==> config.mk <==
export PLATFORM = sky130hd
export DESIGN_NAME = dac_table_8x_hls_axis_stall_detector_flat
export DESIGN_NICKNAME = d
export VERILOG_FILES = /design/src/rtl/dac_table_8x_hls_dbg_pkg.sv /design/src/rtl/dac_table_8x_hls_axis_stall_detector_if.sv /design/src/rtl/dac_table_8x_hls_stall_chan.sv /design/src/rtl/dac_table_8x_hls_axis_stall_detector.sv /design/src/flat_wrapper.sv
export SDC_FILE = /design/constraint.sdc
export NUM_CORES = 1
export LEC_CHECK = 0
export ABC_AREA = 1
export CAP_MARGIN = 20
export CORE_MARGIN = 2
export CORE_UTILIZATION = 42
export DETAILED_ROUTE_END_ITERATION = 16
export GPL_ROUTABILITY_DRIVEN = 0
export SYNTH_ARGS = -nofsm -noshare
export SYNTH_HDL_FRONTEND = slang
export SYNTH_SLANG_ARGS = --single-unit
==> constraint.sdc <==
create_clock -name clock -period 4.3 [get_ports clock]
set_input_delay 0.43 -clock clock [delete_from_list [all_inputs] [get_ports clock]]
set_output_delay 0.43 -clock clock [all_outputs]
set_load 0.02 [all_outputs]
==> src/rtl/dac_table_8x_hls_dbg_pkg.sv <==
// Shared definitions for the dac_table_8x AXIS stall detector and deadlock monitor.
package dac_table_8x_hls_dbg_pkg;

  localparam int DEF_NUM_CH   = 3;
  localparam int DEF_THRESH_W = 16;

  typedef enum logic [1:0] {
    IDLE    = 2'd0,
    COUNT   = 2'd1,
    BLOCKED = 2'd2
  } stall_state_e;

  // A programmed threshold of zero behaves like one stall cycle.
  function automatic logic [31:0] effective_thresh(input logic [31:0] t);
    return (t == 32'd0) ? 32'd1 : t;
  endfunction

endpackage

==> src/rtl/dac_table_8x_hls_axis_stall_detector_if.sv <==
// Observed AXI-Stream handshake bundle: one TVALID/TREADY pair per stream.
interface dac_table_8x_hls_axis_stall_detector_if
  import dac_table_8x_hls_dbg_pkg::*;
#(
  parameter int NUM_CH = DEF_NUM_CH
);

  logic [NUM_CH-1:0] tvalid;
  logic [NUM_CH-1:0] tready;

  // The environment drives the handshakes; the detector only watches them.
  modport master (output tvalid, output tready);
  modport slave  (input  tvalid, input  tready);

endinterface

==> src/rtl/dac_table_8x_hls_stall_chan.sv <==
// One observed stream: stall decode, consecutive-stall counter and IDLE/COUNT/BLOCKED FSM.
module dac_table_8x_hls_stall_chan
  import dac_table_8x_hls_dbg_pkg::*;
#(
  parameter bit IS_OUT   = 1'b0,
  parameter int THRESH_W = DEF_THRESH_W
) (
  input  logic                clock,
  input  logic                reset,
  input  logic                i_enable,
  input  logic [THRESH_W-1:0] i_thresh,
  input  logic                i_tvalid,
  input  logic                i_tready,
  output logic                o_block,
  output logic                o_enter
);

  stall_state_e        r_state, w_state_next;
  logic [THRESH_W-1:0] r_cnt, w_cnt_next, w_cnt_sat;
  logic [THRESH_W:0]   w_cnt_inc, w_eq;
  logic                r_block;
  logic                w_stall;

  // Output stream stalls when backpressured; input stream stalls when starved.
  assign w_stall   = IS_OUT ? (i_tvalid & ~i_tready) : (i_tready & ~i_tvalid);
  // One extra bit keeps cnt+1 from wrapping when compared against a lowered threshold.
  assign w_eq      = (THRESH_W+1)'(effective_thresh(32'(i_thresh)));
  assign w_cnt_inc = {1'b0, r_cnt} + (THRESH_W+1)'(1);
  assign w_cnt_sat = (&r_cnt) ? r_cnt : r_cnt + THRESH_W'(1);

  // Next-state and next-count decode.
  always_comb begin
    // NOTE: every always_comb output gets a default first so no path can infer a latch.
    w_state_next = r_state;
    w_cnt_next   = r_cnt;
    if (!i_enable) begin
      w_state_next = IDLE;
      w_cnt_next   = '0;
    end else begin
      unique case (r_state)
        IDLE: begin
          if (w_stall) begin
            w_cnt_next   = THRESH_W'(1);
            w_state_next = (w_eq == (THRESH_W+1)'(1)) ? BLOCKED : COUNT;
          end else begin
            w_cnt_next   = '0;
          end
        end
        COUNT: begin
          if (w_stall) begin
            w_cnt_next = w_cnt_sat;
            if (w_cnt_inc >= w_eq) w_state_next = BLOCKED;
          end else begin
            w_cnt_next   = '0;
            w_state_next = IDLE;
          end
        end
        BLOCKED: begin
          if (w_stall) begin
            w_cnt_next   = w_cnt_sat;
          end else begin
            w_cnt_next   = '0;
            w_state_next = IDLE;
          end
        end
        default: begin
          w_cnt_next   = '0;
          w_state_next = IDLE;
        end
      endcase
    end
  end

  // Rising edge of the block flag, registered by the top into sticky/capture state.
  assign o_enter = (w_state_next == BLOCKED) && (r_state != BLOCKED);

  // State, counter and flag registers with synchronous reset.
  always_ff @(posedge clock) begin
    // NOTE: sequential state uses non-blocking assignments so every flop samples pre-edge values.
    if (reset) begin
      r_state <= IDLE;
      r_cnt   <= '0;
      r_block <= 1'b0;
    end else begin
      r_state <= w_state_next;
      r_cnt   <= w_cnt_next;
      r_block <= (w_state_next == BLOCKED);
    end
  end

  assign o_block = r_block;

endmodule

==> src/rtl/dac_table_8x_hls_axis_stall_detector.sv <==
// Per-stream stall detector: channel FSMs, sticky status and first-blocked capture.
module dac_table_8x_hls_axis_stall_detector
  import dac_table_8x_hls_dbg_pkg::*;
#(
  parameter int                NUM_CH    = DEF_NUM_CH,
  parameter logic [NUM_CH-1:0] CH_IS_OUT = NUM_CH'(3'b100),
  parameter int                THRESH_W  = DEF_THRESH_W,
  parameter int                IDX_W     = 2
) (
  input  logic                  clock,
  input  logic                  reset,
  input  logic                  enable,
  input  logic [THRESH_W-1:0]   thresh,
  input  logic                  clear,
  dac_table_8x_hls_axis_stall_detector_if.slave axis,
  output logic [NUM_CH-1:0]     axis_block_sigs,
  output logic [NUM_CH-1:0]     stall_sticky,
  output logic                  first_valid,
  output logic [IDX_W-1:0]      first_ch
);

  logic [NUM_CH-1:0] w_block, w_enter;
  logic [NUM_CH-1:0] r_sticky;
  logic              r_first_valid;
  logic [IDX_W-1:0]  r_first_ch, w_first_idx;

  for (genvar g = 0; g < NUM_CH; g++) begin : g_chan
    dac_table_8x_hls_stall_chan #(
      .IS_OUT   (CH_IS_OUT[g]),
      .THRESH_W (THRESH_W)
    ) u_chan (
      .clock    (clock),
      .reset    (reset),
      .i_enable (enable),
      .i_thresh (thresh),
      .i_tvalid (axis.tvalid[g]),
      .i_tready (axis.tready[g]),
      .o_block  (w_block[g]),
      .o_enter  (w_enter[g])
    );
  end

  // Lowest-indexed channel entering BLOCKED this cycle.
  always_comb begin
    w_first_idx = '0;
    for (int i = NUM_CH - 1; i >= 0; i--) begin
      if (w_enter[i]) w_first_idx = IDX_W'(i);
    end
  end

  // Sticky status and first-blocked capture; a new block beats a coincident clear.
  always_ff @(posedge clock) begin
    if (reset) begin
      r_sticky      <= '0;
      r_first_valid <= 1'b0;
      r_first_ch    <= '0;
    end else begin
      r_sticky <= (r_sticky & ~{NUM_CH{clear}}) | w_enter;
      if ((!r_first_valid || clear) && (|w_enter)) begin
        r_first_valid <= 1'b1;
        r_first_ch    <= w_first_idx;
      end else if (clear) begin
        r_first_valid <= 1'b0;
        r_first_ch    <= '0;
      end
    end
  end

  assign axis_block_sigs = w_block;
  assign stall_sticky    = r_sticky;
  assign first_valid     = r_first_valid;
  assign first_ch        = r_first_ch;

endmodule

==> src/flat_wrapper.sv <==
// flat-port wrapper written by rule: the top's interface ports become plain ports
module dac_table_8x_hls_axis_stall_detector_flat import dac_table_8x_hls_dbg_pkg::*;
#(
  parameter int                NUM_CH    = DEF_NUM_CH,
  parameter logic [NUM_CH-1:0] CH_IS_OUT = NUM_CH'(3'b100),
  parameter int                THRESH_W  = DEF_THRESH_W,
  parameter int                IDX_W     = 2
)
  (clock, reset, enable, thresh, clear, axis_block_sigs, stall_sticky, first_valid, first_ch, axis_tvalid, axis_tready);
  dac_table_8x_hls_axis_stall_detector_if #(.NUM_CH(NUM_CH)) axis_i ();
  input  logic clock;
  input  logic reset;
  input  logic enable;
  input  logic [THRESH_W-1:0] thresh;
  input  logic clear;
  output logic [NUM_CH-1:0] axis_block_sigs;
  output logic [NUM_CH-1:0] stall_sticky;
  output logic first_valid;
  output logic [IDX_W-1:0] first_ch;
  input wire logic [$bits(axis_i.tvalid)-1:0] axis_tvalid;
  input wire logic [$bits(axis_i.tready)-1:0] axis_tready;
  assign axis_i.tvalid = axis_tvalid;
  assign axis_i.tready = axis_tready;
  dac_table_8x_hls_axis_stall_detector #(.NUM_CH(NUM_CH), .CH_IS_OUT(CH_IS_OUT), .THRESH_W(THRESH_W), .IDX_W(IDX_W)) u_core (.clock(clock), .reset(reset), .enable(enable), .thresh(thresh), .clear(clear), .axis(axis_i), .axis_block_sigs(axis_block_sigs), .stall_sticky(stall_sticky), .first_valid(first_valid), .first_ch(first_ch));
endmodule
Word level (Yosys, flattened, before mapping)

Cells that the tools add are included.
Widths: inputs -> output; s select.

Input port bits: 26
Bits in registers: 63
Bits in writable memories: 0
Word-level logic and storage cells: 105
Bits in latches: 0
Output and inout bits: 9
ROM bits: 0
Memories: 0

Eq/ne operators: 16
Div/mod/pow operators: 0
$mul: 0
Reductions and logical operators: 19
Shift operators: 0
Add/sub/neg operators: 6
Order comparisons: 3
Bitwise logic cells: 10
Multiplexer cells: 39

Operator list:

| cell                  | count |
|---|---|
| $mux 16               | 7 |
| $pmux 16 s2           | 3 |
| $add 16x1->17 const B | 3 |
| $add 16x1->16 const B | 3 |
| $reduce_and 16->1     | 3 |
| $mux 2                | 21 |
| $ge 17x16->1          | 2 |
| $pmux 2 s3            | 3 |
| $ge 17x17->1          | 1 |
| $eq 16x1->1 const B   | 1 |
| $logic_not 16->1      | 1 |
| $eq 2x2->1 const B    | 6 |
| $ne 3x3->1 const B    | 3 |
| $reduce_or 2->1       | 4 |
| $eq 2x1->1 const B    | 3 |
| $logic_not 2->1       | 3 |
| $ne 2x2->1 const B    | 3 |
| $mux 1                | 5 |
| $logic_and 1x1->1     | 4 |
| $not 1->1             | 4 |
| $and 1x1->1           | 3 |
| $and 3x3->3           | 1 |
| $not 3->3             | 1 |
| $or 3x3->3            | 1 |
| other kinds (4)       | 4 |

Longest topological paths before layout

Gate-level depths: netlist of run 1.

Depth in word-level cells: 13
Mapped depth: 27
Gate-level depth less buffers: 27

Cells and area by module

From an unflattened synthesis of run 1, not the netlist that was laid out.

Cells, all modules: 809
Area, all modules: 5444.0 sq um

Modules (own cells, without submodules):

| module                                                     | cells each | times used | area each (sq um) | seq. area each (sq um) |
|---|---|---|---|---|
| dac_table_8x_hls_stall_chan at u_core.g_chan[0].u_chan ... | 259        | 2          | 1750.4            | 380.4 |
| dac_table_8x_hls_stall_chan at u_core.g_chan[1].u_chan     | 264        | 1          | 1722.9            | 380.4 |
| dac_table_8x_hls_axis_stall_detector                       | 27         | 1          | 220.2             | 120.1 |

Least setup slack after synthesis of run 1

No wires, ideal clock.

Path type: register -> register
From: register u_core.g_chan[0].u_chan.r_cnt[0]
To: register u_core.r_first_ch[1], in the netlist u_core.first_ch[1]
Stages on the path, launching flop included: 25
Path buffers: 0
Data arrival time: 2.715 ns
Setup slack: 1.469 ns
Data required time: 4.184 ns
Library setup time: 0.116 ns
Clock period less this slack: 2.831 ns
Cells stage by stage: dfxtp_1 > ha_1 > nand3_1 > nor2_1 > nand2_1 > nor2_1 > nand2_1 > nor2_1 > nand2_1 > xor2_1 > inv_1 > ha_1 > nand2_1 > inv_1 > nand4_1 > nor3_1 > nor3_1 > nand3_1 > nand2_1 > a21oi_1 > nand2_2 > nand2_1 > nand2_1 > nand2_1 > a21oi_1

Longest elaborated chain between the ends: 11
Elaborated cells between the ends (all ways): 13
Those cells by class: 1 x add/sub; 1 x order compare; 1 x eq/ne; 6 x mux; 4 x reduce/logical

Ends and longest elaborated chain:

| what                                               | RTL line                                   | text |
|---|---|---|
| from (decl)                                        | dac_table_8x_hls_stall_chan.sv:19          | `logic [THRESH_W-1:0] r_cnt, w_cnt_next, w_cnt_sat;` |
| from (signal assigned)                             | dac_table_8x_hls_stall_chan.sv:86          | `r_cnt <= w_cnt_next;` |
| $add 16x1->17 *                                    | dac_table_8x_hls_stall_chan.sv:28          | `assign w_cnt_inc = {1'b0, r_cnt} + (THRESH_W+1)'(1);` |
| $ge 17x16->1 *                                     | dac_table_8x_hls_stall_chan.sv:52          | `if (w_cnt_inc >= w_eq) w_state_next = BLOCKED;` |
| $mux 2 *                                           | dac_table_8x_hls_stall_chan.sv:52          |  |
| $mux 2 *                                           | dac_table_8x_hls_stall_chan.sv:50          | `if (w_stall) begin` |
| $pmux 2 s3 *                                       | dac_table_8x_hls_stall_chan.sv:40          | `unique case (r_state)` |
| $mux 2 *                                           | dac_table_8x_hls_stall_chan.sv:36          | `if (!i_enable) begin` |
| $eq 2x2->1 *                                       | dac_table_8x_hls_stall_chan.sv:75          | `assign o_enter = (w_state_next == BLOCKED) && (r_state != BLOCKED);` |
| $logic_and 1x1->1 *                                | dac_table_8x_hls_stall_chan.sv:75          |  |
| $reduce_or 3->1                                    | dac_table_8x_hls_axis_stall_detector.sv:59 | `if ((!r_first_valid \|\| clear) && (\|w_enter)) begin` |
| $logic_and 1x1->1                                  | dac_table_8x_hls_axis_stall_detector.sv:59 |  |
| $mux 2 / $reduce_bool 2->1 (equally long branches) | n/a                                        |  |
| to (signal assigned)                               | dac_table_8x_hls_axis_stall_detector.sv:61 | `r_first_ch <= w_first_idx;` |
| to (decl)                                          | dac_table_8x_hls_axis_stall_detector.sv:25 | `logic [IDX_W-1:0] r_first_ch, w_first_idx;` |

Every way passes the cells marked *; elsewhere a longest branch is shown, timed or not.
A chain may end at the register's enable or synchronous reset.

Worst setup path after layout of run 1

Ends and elaborated chain as after synthesis.

==> qor.yml, run 1 <==
grt:
  grt_max_degree: 48
  grt_overflow_total: 0
  track_usage_pct: 21.5
  grt_pass1_wl_mm: 21.6
  antenna_found_initial: 0
  grt_pass1_vias: 4606
logic_synthesis:
  syn_area_um2: 4940
  ys_ff_latch: 63
  synthArstFlopShare_pct: 0
  yosys-top-cells-area: "dfxtp_1 26%, ha_1 16%, nand2_1 14%"
  synth_cell_type_count: 36
  synth_top_cell_by_area: "dfxtp_1"
  synth_cells: 735
  yosys_warnings: 0
  synth_nets: 824
  synth_top_area_share_pct: 25.5
  synth-main-ff-cell: "dfxtp_1"
  synth_edf_count: 0
  synth_area_per_cell_um2: 6.73
  ys_seq_area_share_pct: 25.5
cts:
  cts_tree: "yes"
  htreeDepth: 3
  clock_latency_ps: 340
  cts_setup_buffers: 0
  cts_buffer_depth: 2
  cts.repair.resized: 0
  cts_made_buffers: 9
  root_buffer: "clkbuf_16"
  cts.sink_count: 63
  clkTransAtPathRegs_ps: 60
  hold_buffers: 0
routing:
  vias_per_cell: 5.00
  wl_mm: 12.6
  vias: 4587
  drt_iter0_drc: 245
  wl_per_cell_um: 13.8
  drt_drc_violations_left: 0
  ant_nets: 0
  firstDrtPassIters: 6
power_and_ir_drop:
  p_seq_share_pct: 38.7
  leakage_nw: 2.83
  p_clk_share_pct: 53.3
  pwr-share-comb_pct: 8.1
  switching_share_pct: 22.9
  p_sw_mw: 0.348
  p_per_area_nw_per_um2: 265
  vdd_drop_max_uv: 270
  p_int_mw: 1.17
worst_setup_path:
  path_common_cell: "nand2_1"
  rr_startpoint: "u_core.g_chan[0].u_chan.r_cnt[0]$_SDFFE_PP0P_"
  timing_worst_setup_path_type: "register to register"
  worstPathRequired_ps: 4570
  startpoint: "u_core.g_chan[0].u_chan.r_cnt[0]$_SDFFE_PP0P_"
  max_stage_delay_ps: 400
  cp_cell_sequence: "ha_1 -> nand3_1 -> nor2_1 -> nand2_1 -> nor2_1 -> nand2_1 -> nor2_1 -> nand2_1 -> xor2_1 -> inv_1 -> ha_1 -> nand2_1 -> inv_1 -> nand4_1 -> nor3_1 -> nor3_1 -> nand3_1 -> nand2_1 -> a21oi_1 -> nand2_2 -> nand2_1 -> nand2_1 -> nand2_1 -> a21oi_1"
  cp.buffers_inverters: 2
  cp-end-kind: "register"
  crit_path_max_fanout: 5
  start_kind: "register"
  worst_path_max_delay_cell: "dfxtp_1"
  crit_family: "simple AND/OR/NAND/NOR gates"
  worstPathArrival_ps: 3720
sta:
  final_hold_viol_count: 0
  setup_viol: 0
  rsz0062_at_grt: "no"
  fmax_mhz: 290
  period_minus_slack_ps: 3450
  slew_headroom_pct: 42.8
  hold_ws_ps: 468
  fin_crit_sh_pct: 80.2
  setup_tns_ps: 0
  tightest_slew_ps: 851
  drv_slew: 0
  finalClockSkew_ps: 5.90
final_layout:
  diodes: 0
  drive_above_1_share_pct: 6.20
  multi_input_area_um2: 3180
  area_delta_synth_final_pct: 16.2
  regArea_um2: 1260
  fillers: 1161
  final_nets: 858
floorplanning:
  rows: 39
  die_width_um: 112
  initial_core_util_pct: 43.1
  pin_count: 35
  core_area_um2: 11500
  dieArea_um2: 12700
  die_height_um: 112
hold_path:
  min_path_type: "register to register"
  holdCritStartpoint: "u_core.stall_sticky[0]$_SDFF_PP0_"
place:
  hpwlAfterDp_mm: 9.93
  port_buffers: 34
run:
  drv_cap: 0
run_status:
  outcome: "finished clean"
## layout by cell type (no fill, tap or decap), types with 3 or more instances in the layout
cell and count:
a21o_1 4, ha_1 63, a21oi_2 3, nand3_2 3
nand3_1 24, nand2_1 188, nor2_2 11, nor2_1 68
nor3_1 17, clkbuf_16 9, xnor2_1 15, inv_1 118
dfxtp_1 63, a21oi_1 71, and3_1 4, nand4_1 13
nand2_2 4, o21ai_0 7, xor2_1 26, clkdlybuf4s50_1 34
## cell usage after synthesis (4+ instances only)
library cell,count
ha_1,63
nand4_1,13
nor2_1,68
a21o_1,4
inv_1,118
xor2_1,26
nand2_1,188
dfxtp_1,63
nand2_2,4
clkbuf_1,8
o21ai_0,7
and3_1,4
nor2_2,11
xnor2_1,15
nand3_1,24
a21oi_1,71
nor3_1,17
## flip-flops by register name, indices dropped and copies added (netlist names)
signal                        flops
u_core.first_ch                   2
u_core.first_valid                1
u_core.g_chan.u_chan.o_block      3
u_core.g_chan.u_chan.r_cnt       48
u_core.g_chan.u_chan.r_state      6
u_core.stall_sticky               3
## worst paths after layout
kind,end,slack [ps],cells past startpoint
worst max-delay path,u_core.first_ch[1]$_SDFFE_PP0P_,850,24
worst min register to register,u_core.stall_sticky[0]$_SDFF_PP0_,470,2
worst min-delay path,u_core.stall_sticky[0]$_SDFF_PP0_,470,2
worst max register to register,u_core.first_ch[1]$_SDFFE_PP0P_,850,24
## power groups by stage
stage / Combinational (mW) / Clock, mW / Sequential [mW]
2_1_floorplan: 0.0682 / 0 / 0.600
3_3_place_gp: 0.119 / 0 / 0.600
3_5_place_dp: 0.121 / 0 / 0.600
4_1_cts: 0.122 / 0.826 / 0.588
5_1_grt: 0.138 / 0.848 / 0.588
6_report: 0.122 / 0.810 / 0.588
## cell families after synthesis
kind of cell,Yosys count,share of synthesized area [%]
AOI/OAI and AO/OA,89,9.72
xor gates and xnor gates,41,7.26
adders and majority gates,63,15.9
buffers and inverters,132,10.3
DFF,63,25.5
and+or+nand+nor,347,31.3
## metrics by stage
stage | instances | power (mW) | util, % | worst slack (ps) | instance area (µm²)
global placement | 901 | 0.720 | 47.2 | 927 | 5420
global route | 917 | 1.57 | 50.1 | 455 | 5740
floorplan | 735 | 0.668 | - | 1470 | 4940
CTS | 917 | 1.54 | 50.1 | 847 | 5740
finish | 917 | 1.52 | 50.1 | 851 | 5740
detailed placement | 901 | 0.721 | 47.2 | 865 | 5420
## layer usage
| layer | global-route usage [%] | share of wire, % | vias to the layer above | wire length, µm |
|---|---|---|---|---|
| met5 | 0 | 0 | - | 0 |
| met4 | 6.59 | 2.0 | 0 | 255 |
| met3 | 5.18 | 5.0 | 23 | 631 |
| met2 | 36.3 | 45 | 97 | 5700 |
| met1 | 27.1 | 48 | 2072 | 6060 |
| li1 | - | - | 2395 | - |
## tightest hold or removal path, delay by kind of cell, from the launching register on
family | cells | cell delay, ps
compound gates | 1 | 60
flops | 1 | 300
simple gates | 1 | 60
## final cells by class
type	instances	area share, %
multi-input cells	540	55.3
repair buffers	36	6.19
well taps	143	3.12
inverters	119	7.78
flip-flops and latches	63	22.0
clock buffers	13	4.53
clock inverters	3	1.13
Note: power is estimated with default switching activity, not from simulation.
==> run 2, diff against run 1 <==
Clock period 4.3 ns to 3.49 ns, I/O delays scaled along.
==> run 2 against run 1 <==
  * Via count grew 1.5%
  * Wire length grew 3.2%
  * Global-route usage shrank 0.32 points
  * Combinational power grew 30%
  * Non-clock buffer count grew 10
  * Largest power group unchanged
  * Highest routed layer unchanged
==> qor.yml, run 2 (synthesis results as in run 1) <==
floorplanning:
  dieArea_um2: 12700  # unchanged
  initial_core_util_pct: 43.1  # unchanged
  die_width_um: 112  # unchanged
  die_height_um: 112  # unchanged
  pin_count: 35  # unchanged
  core_area_um2: 11500  # unchanged
  rows: 39  # unchanged
final_layout:
  postLayoutCellArea_um2: 5860  # +2.0%
  instances_no_fill: 925  # +0.87%
  final_cell_mix: "186 x nand2_1, 118 x inv_1, 70 x a21oi_1"
  mostFrequentLayoutCell: "nand2_1"
  diodes: 0  # unchanged
  regMostFlops: "u_core.g_chan.u_chan.r_cnt"
  regArea_um2: 1270  # +0.40%
  largest_reg_flops: 48  # unchanged
  largest_registers: "u_core.g_chan.u_chan.r_cnt x48, u_core.g_chan.u_chan.r_state x6"
  drive_above_1_share_pct: 9.46  # +3.3 points
  area_delta_synth_final_pct: 18.5
  multi_input_area_um2: 3250  # +2.4%
  final_nets: 868  # +1.2%
  fillers: 1151  # -0.86%
run:
  drv_cap: 0  # unchanged
routing:
  wl_per_cell_um: 14.1  # +2.3%
  firstDrtPassIters: 5  # -1
  ant_nets: 0  # unchanged
  drt_iter0_drc: 288  # +18%
  drt_drc_violations_left: 0  # unchanged
  vias_per_cell: 5.03  # +0.65%
  wl_mm: 13.0  # +3.2%
  vias: 4657  # +1.5%
worst_setup_path:
  cp-end-kind: "register"
  startpoint: "u_core.g_chan[0].u_chan.r_cnt[2]$_SDFFE_PP0P_"
  endpoint: "u_core.first_valid$_SDFFE_PP0P_"
  regToRegSetupSlack_ps: 300  # -550 ps
  timing_worst_setup_path_type: "register to register"
  rr_startpoint: "u_core.g_chan[0].u_chan.r_cnt[2]$_SDFFE_PP0P_"
  r2r_end: "u_core.first_valid$_SDFFE_PP0P_"
  crit_path_max_fanout: 4  # -1
  start_kind: "register"
  worstPathArrival_ps: 3440  # -280 ps
  worstRegToRegCells: 24  # unchanged
  worstPathRequired_ps: 3740  # -830 ps
grt:
  use_met1_pct: 29.4  # +2.2 points
  grt_overflow_total: 0  # unchanged
  grt_max_degree: 21  # -56%
  use_met2_pct: 33.5  # -2.9 points
  track_usage_pct: 21.2  # -0.32 points
  antenna_found_initial: 0  # unchanged
  grt_pass1_vias: 4503  # -2.2%
  grt.busiest_layer: "met2"
  grt_pass1_wl_mm: 21.5  # -0.48%
  grt_use_met3_pct: 4.91  # -0.27 points
cts:
  htreeDepth: 3  # unchanged
  cts_made_buffers: 9  # unchanged
  root_buffer: "clkbuf_16"
  clock_latency_ps: 330  # about the same
  clkTransAtPathRegs_ps: 50  # about the same
  cts.sink_count: 63  # unchanged
  cts_tree: "yes"
  cts_buffer_depth: 2  # unchanged
place:
  hpwlAfterDp_mm: 10.2  # +2.6%
  place_area_um2: 5470  # +0.97%
  port_buffers: 34  # unchanged
  dp_cells: 908  # +0.78%
sta:
  fin_crit_sh_pct: 91.5  # +11 points
  finalClockSkew_ps: 4.85  # -1.05 ps
  fmax_mhz: 313  # +8.0%
  setup_viol: 0  # unchanged
  final_hold_viol_count: 0  # unchanged
  slew_headroom_pct: 55.1  # +12 points
  drv_slew: 0  # unchanged
  period_minus_slack_ps: 3190  # -256 ps
  tightest_slew_ps: 671  # -181 ps
power_and_ir_drop:
  pwr-share-comb_pct: 9.2  # +1.1 points
  p_sw_mw: 0.403  # +16%
  vdd_drop_max_uv: 239  # -12%
  p_clk_share_pct: 49.2  # -4.1 points
  p_per_area_nw_per_um2: 297  # +12%
  leakage_nw: 2.89  # +2.0%
  p_seq_share_pct: 41.6  # +2.9 points
  switching_share_pct: 23.2  # +0.30 points
  p_int_mw: 1.34  # +14%
run_status:
  outcome: "finished clean"
hold_path:
  min_path_type: "register to register"
run 2: critical path, stage by stage, from the launching register on:
cell	delay, ps
dfxtp_1	380
and3_2	250
nand4_2	100
nor2_2	160
nand3_2	110
nor2_2	130
nand2_1	80
xor2_1	130
inv_1	80
ha_1	280
nand2_1	40
inv_1	60
nand2_1	100
nor2_1	120
a21oi_1	70
nand2_1	60
nand2_1	50
nand2_1	50
nand2_1	80
nand3_1	80
nand2_1	80
a21oi_2	200
nand2_2	130
buf_4	160
a31oi_1	160
run 2: power groups by stage:
stage / Sequential, mW / Clock, mW / Combinational [mW]
2_1_floorplan: 0.739 / 0 / 0.0840
6_report: 0.724 / 0.856 / 0.159
4_1_cts: 0.724 / 0.872 / 0.157
5_1_grt: 0.723 / 0.908 / 0.179
3_3_place_gp: 0.739 / 0 / 0.153
3_5_place_dp: 0.739 / 0 / 0.156
run 2: layer usage:
layer / share of wire [%] / up-vias
met5: 0 / -
met3: 5.5 / 21
li1: - / 2415
met4: 1.9 / 0
met1: 49 / 2101
met2: 43 / 120
run 2: area by class of cell:
class / count / area share [%]
clock buffer: 14 / 4.85
inverter: 119 / 7.62
multi-input combinational: 540 / 55.5
sequential: 63 / 21.6
tap: 143 / 3.05
timing repair buffer: 46 / 7.35
run 2: metrics by stage:
stage	utilization, %	hold slack, ps	setup TNS [ps]	worst slack (ps)	power, mW
2_1_floorplan	-	418	0	659	0.823
3_3_place_gp	47.7	470	0	323	0.892
3_5_place_dp	47.7	466	0	208	0.895
4_1_cts	50.2	477	0	195	1.75
5_1_grt	51.1	495	-108	-41.7	1.81
6_report	51.1	472	0	297	1.74
run 2: how the worst min path moves through the flow:
stage / start / to / slack [ps] / depth (start not counted)
after floorplan: reset / u_core.first_ch[0]$_SDFFE_PP0P_ / 420 / 1
after global placement: u_core.g_chan[0].u_chan.r_cnt[1]$_SDFFE_PP0P_ / u_core.g_chan[0].u_chan.r_cnt[1]$_SDFFE_PP0P_ / 470 / 2
after detailed placement: u_core.stall_sticky[2]$_SDFF_PP0_ / u_core.stall_sticky[2]$_SDFF_PP0_ / 470 / 2
after CTS: u_core.stall_sticky[2]$_SDFF_PP0_ / u_core.stall_sticky[2]$_SDFF_PP0_ / 480 / 2
after global routing: u_core.g_chan[0].u_chan.r_cnt[1]$_SDFFE_PP0P_ / u_core.g_chan[0].u_chan.r_cnt[1]$_SDFFE_PP0P_ / 500 / 2
final: u_core.g_chan[0].u_chan.r_cnt[1]$_SDFFE_PP0P_ / u_core.g_chan[0].u_chan.r_cnt[1]$_SDFFE_PP0P_ / 470 / 2
run 2: timing repair:
item                       in CTS  in global routing
setup buffers                   0                  3
hold buffers                    0                  0
gates resized for setup         0                 21
setup endpoints to repair       0                  5
==> run 3, diff against run 2 <==
Settings changed: PLACE_DENSITY_LB_ADDON set to 0.05, SETUP_SLACK_MARGIN set to 0.05, SYNTH_HIERARCHICAL set to 1.
==> run 3 against run 2 <==
  * Count of clock-buffer cells in the layout decreased by 1
  * First-iteration DRC count decreased by 18%
  * Die area increased by 9.8%
  * Power decreased by 1.0%
  * Cell count increased by 11%
  * Critical endpoint is now u_core/first_ch[0]$_SDFFE_PP0P_
  * Largest cell class unchanged
==> qor.yml, run 3 <==
final_layout:
  postLayoutCellArea_um2: 6340  # +8.2%
  regMostFlops: "u_core/g_chan.u_chan/r_cnt"
  diodes: 0  # unchanged
  multi_input_area_um2: 3630  # +12%
  final_util_pct: 50.2  # -0.87 points
  regArea_um2: 1270  # about the same
  area_delta_synth_final_pct: 16.4
  drive_above_1_share_pct: 11.3  # +1.8 points
  final_cell_mix: "194 x nand2_1, 135 x inv_1, 87 x nor2_1"
  largest_registers: "u_core/g_chan.u_chan/r_cnt x48, u_core/g_chan.u_chan/r_state x6"
  mostFrequentLayoutCell: "nand2_1"
  largest_reg_flops: 48  # unchanged
  final_nets: 944  # +8.8%
  instances_no_fill: 1030  # +11%
  fillers: 1306  # +13%
power_and_ir_drop:
  p_sw_mw: 0.423  # +4.8%
  pwr-share-comb_pct: 10.4  # +1.2 points
  power_mw: 1.72  # -1.0%
  leakage_nw: 3.11  # +7.7%
  p_int_mw: 1.30  # -2.8%
  vdd_drop_max_uv: 156  # -35%
  switching_share_pct: 24.5  # +1.4 points
  p_per_area_nw_per_um2: 272  # -8.5%
  p_seq_share_pct: 42.1  # +0.5 points
  p_clk_share_pct: 47.5  # -1.7 points
logic_synthesis:
  synthArstFlopShare_pct: 0  # unchanged
  ys_ff_latch: 63  # unchanged
  synth_cell_type_count: 37  # +2.8%
  synth_edf_count: 0  # unchanged
  ys_seq_area_share_pct: 23.2  # -2.3 points
  synth-main-ff-cell: "dfxtp_1"
  yosys_warnings: 6  # +6
  synth_nets: 898  # +9.0%
  post-synth-top-count-cell: "nand2_1"
  yosys-top-cells-area: "dfxtp_1 23%, ha_1 14%, nand2_1 13%"
  synth_cells: 809  # +10%
  synth_top_area_share_pct: 23.2  # -2.3 points
  syn_area_um2: 5440  # +10%
  synth_top_cell_by_area: "dfxtp_1"
  synth_area_per_cell_um2: 6.73  # about the same
  synth_common_cells: "195 x nand2_1, 135 x inv_1, 89 x nor2_1"
sta:
  fmax_mhz: 313  # about the same
  layout_setup_ws_ps: 299  # +1.64 ps
  finalClockSkew_ps: 3.91  # -0.938 ps
  period_minus_slack_ps: 3190  # -1.64 ps
  fin_crit_sh_pct: 91.4  # about the same
  drv_slew: 0  # unchanged
  hold_ws_ps: 461  # -11.1 ps
  slew_headroom_pct: 59.2  # +4.1 points
  setup_tns_ps: 0  # unchanged
  rsz0062_at_grt: "no"
  setup_viol: 0  # unchanged
  final_hold_viol_count: 0  # unchanged
  tightest_slew_ps: 611  # -59.4 ps
routing:
  vias_per_cell: 4.88  # -3.1%
  ant_nets: 0  # unchanged
  firstDrtPassIters: 5  # unchanged
  wl_mm: 13.9  # +6.3%
  drt_drc_violations_left: 0  # unchanged
  wl_per_cell_um: 13.5  # -4.6%
  drt_iter0_drc: 235  # -18%
  vias: 5024  # +7.9%
cts:
  root_buffer: "clkbuf_16"
  clkTransAtPathRegs_ps: 50  # about the same
  htreeDepth: 3  # unchanged
  cts.sink_count: 63  # unchanged
  cts_made_buffers: 9  # unchanged
  cts_tree: "yes"
  clock_latency_ps: 340  # about the same
  hold_buffers: 0  # unchanged
  cts_buffer_depth: 2  # unchanged
grt:
  grt_pass1_wl_mm: 23.0  # +6.8%
  grt_pass1_vias: 4749  # +5.5%
  grt_overflow_total: 0  # unchanged
  grt_max_degree: 17  # -19%
  antenna_found_initial: 0  # unchanged
  track_usage_pct: 20.7  # -0.47 points
floorplanning:
  dieArea_um2: 13900  # +9.8%
  die_width_um: 118  # +4.8%
  die_height_um: 118  # +4.8%
  pin_count: 35  # unchanged
  core_area_um2: 12600  # +10%
  rows: 41  # +5.1%
  initial_core_util_pct: 43.1  # about the same
worst_setup_path:
  startpoint: "u_core/g_chan[1].u_chan/r_cnt[0]$_SDFFE_PP0P_"
  rr_startpoint: "u_core/g_chan[1].u_chan/r_cnt[0]$_SDFFE_PP0P_"
  crit_path_max_fanout: 5  # +1
  regToRegSetupSlack_ps: 300  # about the same
  worstPathArrival_ps: 3400  # -40 ps
  worstRegToRegCells: 26  # +8.3%
  worst_path_max_delay_cell: "dfxtp_4"
  timing_worst_setup_path_type: "register to register"
  r2r_end: "u_core/first_ch[0]$_SDFFE_PP0P_"
  max_stage_delay_ps: 370  # about the same
  path_common_cell: "nand2_1"
  endpoint: "u_core/first_ch[0]$_SDFFE_PP0P_"
  start_kind: "register"
  cp-end-kind: "register"
  worstPathRequired_ps: 3700  # -40 ps
place:
  dp_cells: 1012  # +11%
  place_area_um2: 6000  # +9.6%
  hpwlAfterDp_mm: 11.2  # +10%
  port_buffers: 34  # unchanged
  pre_cts_ws_ps: 132  # -76.4 ps
run_status:
  outcome: "finished clean"
run:
  drv_cap: 0  # unchanged
hold_path:
  min_path_type: "register to register"
-- run 3: changes by cell type in the layout (fill, tap and decap cells not counted), sizes merged, moves of 4 or more --
cell   change
a21oi      -7
xor2       +5
inv       +25
nand2     +16
xnor2      -6
nand3     +17
nor2      +24
nor3       +7
and3       -4
-- run 3: power by group through the flow --
stage | clock network (mW) | registers [mW] | logic [mW]
detailed placement | 0 | 0.740 | 0.174
floorplan | 0 | 0.740 | 0.0936
global route | 0.872 | 0.724 | 0.201
CTS | 0.848 | 0.725 | 0.175
global placement | 0 | 0.740 | 0.173
finish | 0.817 | 0.725 | 0.180
-- run 3: how the worst min path moves through the flow --
stage / startpoint / endpoint / slack [ps] / cells after the start
floorplan: reset / u_core/first_ch[0]$_SDFFE_PP0P_ / 420 / 1
global placement: u_core/stall_sticky[2]$_SDFF_PP0_ / u_core/stall_sticky[2]$_SDFF_PP0_ / 460 / 2
detailed placement: u_core/stall_sticky[2]$_SDFF_PP0_ / u_core/stall_sticky[2]$_SDFF_PP0_ / 460 / 2
CTS: u_core/stall_sticky[2]$_SDFF_PP0_ / u_core/stall_sticky[2]$_SDFF_PP0_ / 460 / 2
global route: u_core/stall_sticky[2]$_SDFF_PP0_ / u_core/stall_sticky[2]$_SDFF_PP0_ / 500 / 2
finish: u_core/stall_sticky[2]$_SDFF_PP0_ / u_core/stall_sticky[2]$_SDFF_PP0_ / 460 / 2
-- run 3: final cells by class --
| cell class | instances | share of cell area (%) |
|---|---|---|
| sequential | 63 | 20.0 |
| timing repair buffer | 44 | 6.55 |
| tap | 172 | 3.40 |
| inverter | 144 | 8.53 |
| clock inverter | 1 | 0.0790 |
| multi-input combinational | 593 | 57.3 |
| clock buffer | 13 | 4.11 |
-- run 3: metal layers --
layer | wire, µm | vias to the layer above | GRT usage [%] | part of all wire (%)
met5 | 0 | - | 0 | 0
met4 | 268 | 0 | 8.89 | 1.9
met3 | 695 | 18 | 3.00 | 5.0
met2 | 6170 | 128 | 32.7 | 45
met1 | 6730 | 2231 | 28.1 | 49
li1 | - | 2647 | - | -
-- run 3: kinds of logic after synthesis --
family,Yosys count,synth area share [%]
XOR/XNOR,40,6.71
buffers and inverters,153,10.8
AND/OR/NAND/NOR,407,36.6
flip-flops,63,23.2
AO/OA/AOI/OAI,83,8.25
adder cells (fa/ha/maj),63,14.5
-- run 3: worst max-delay path, delay by kind of cell, from the launching register on --
kind | cells | cell delay, ps
adders and majority gates | 2 | 500
AOI/OAI and AO/OA | 1 | 60
and+or+nand+nor | 21 | 1920
buffers and inverters | 1 | 60
DFF | 1 | 370
xor gates and xnor gates | 1 | 120
-- run 3: timing repair --
item                                   4_1_cts  5_1_grt
resized for setup                            0       14
buffers inserted                             0        4
setup endpoints to repair                    0        5
endpoints found under the hold margin        0        0
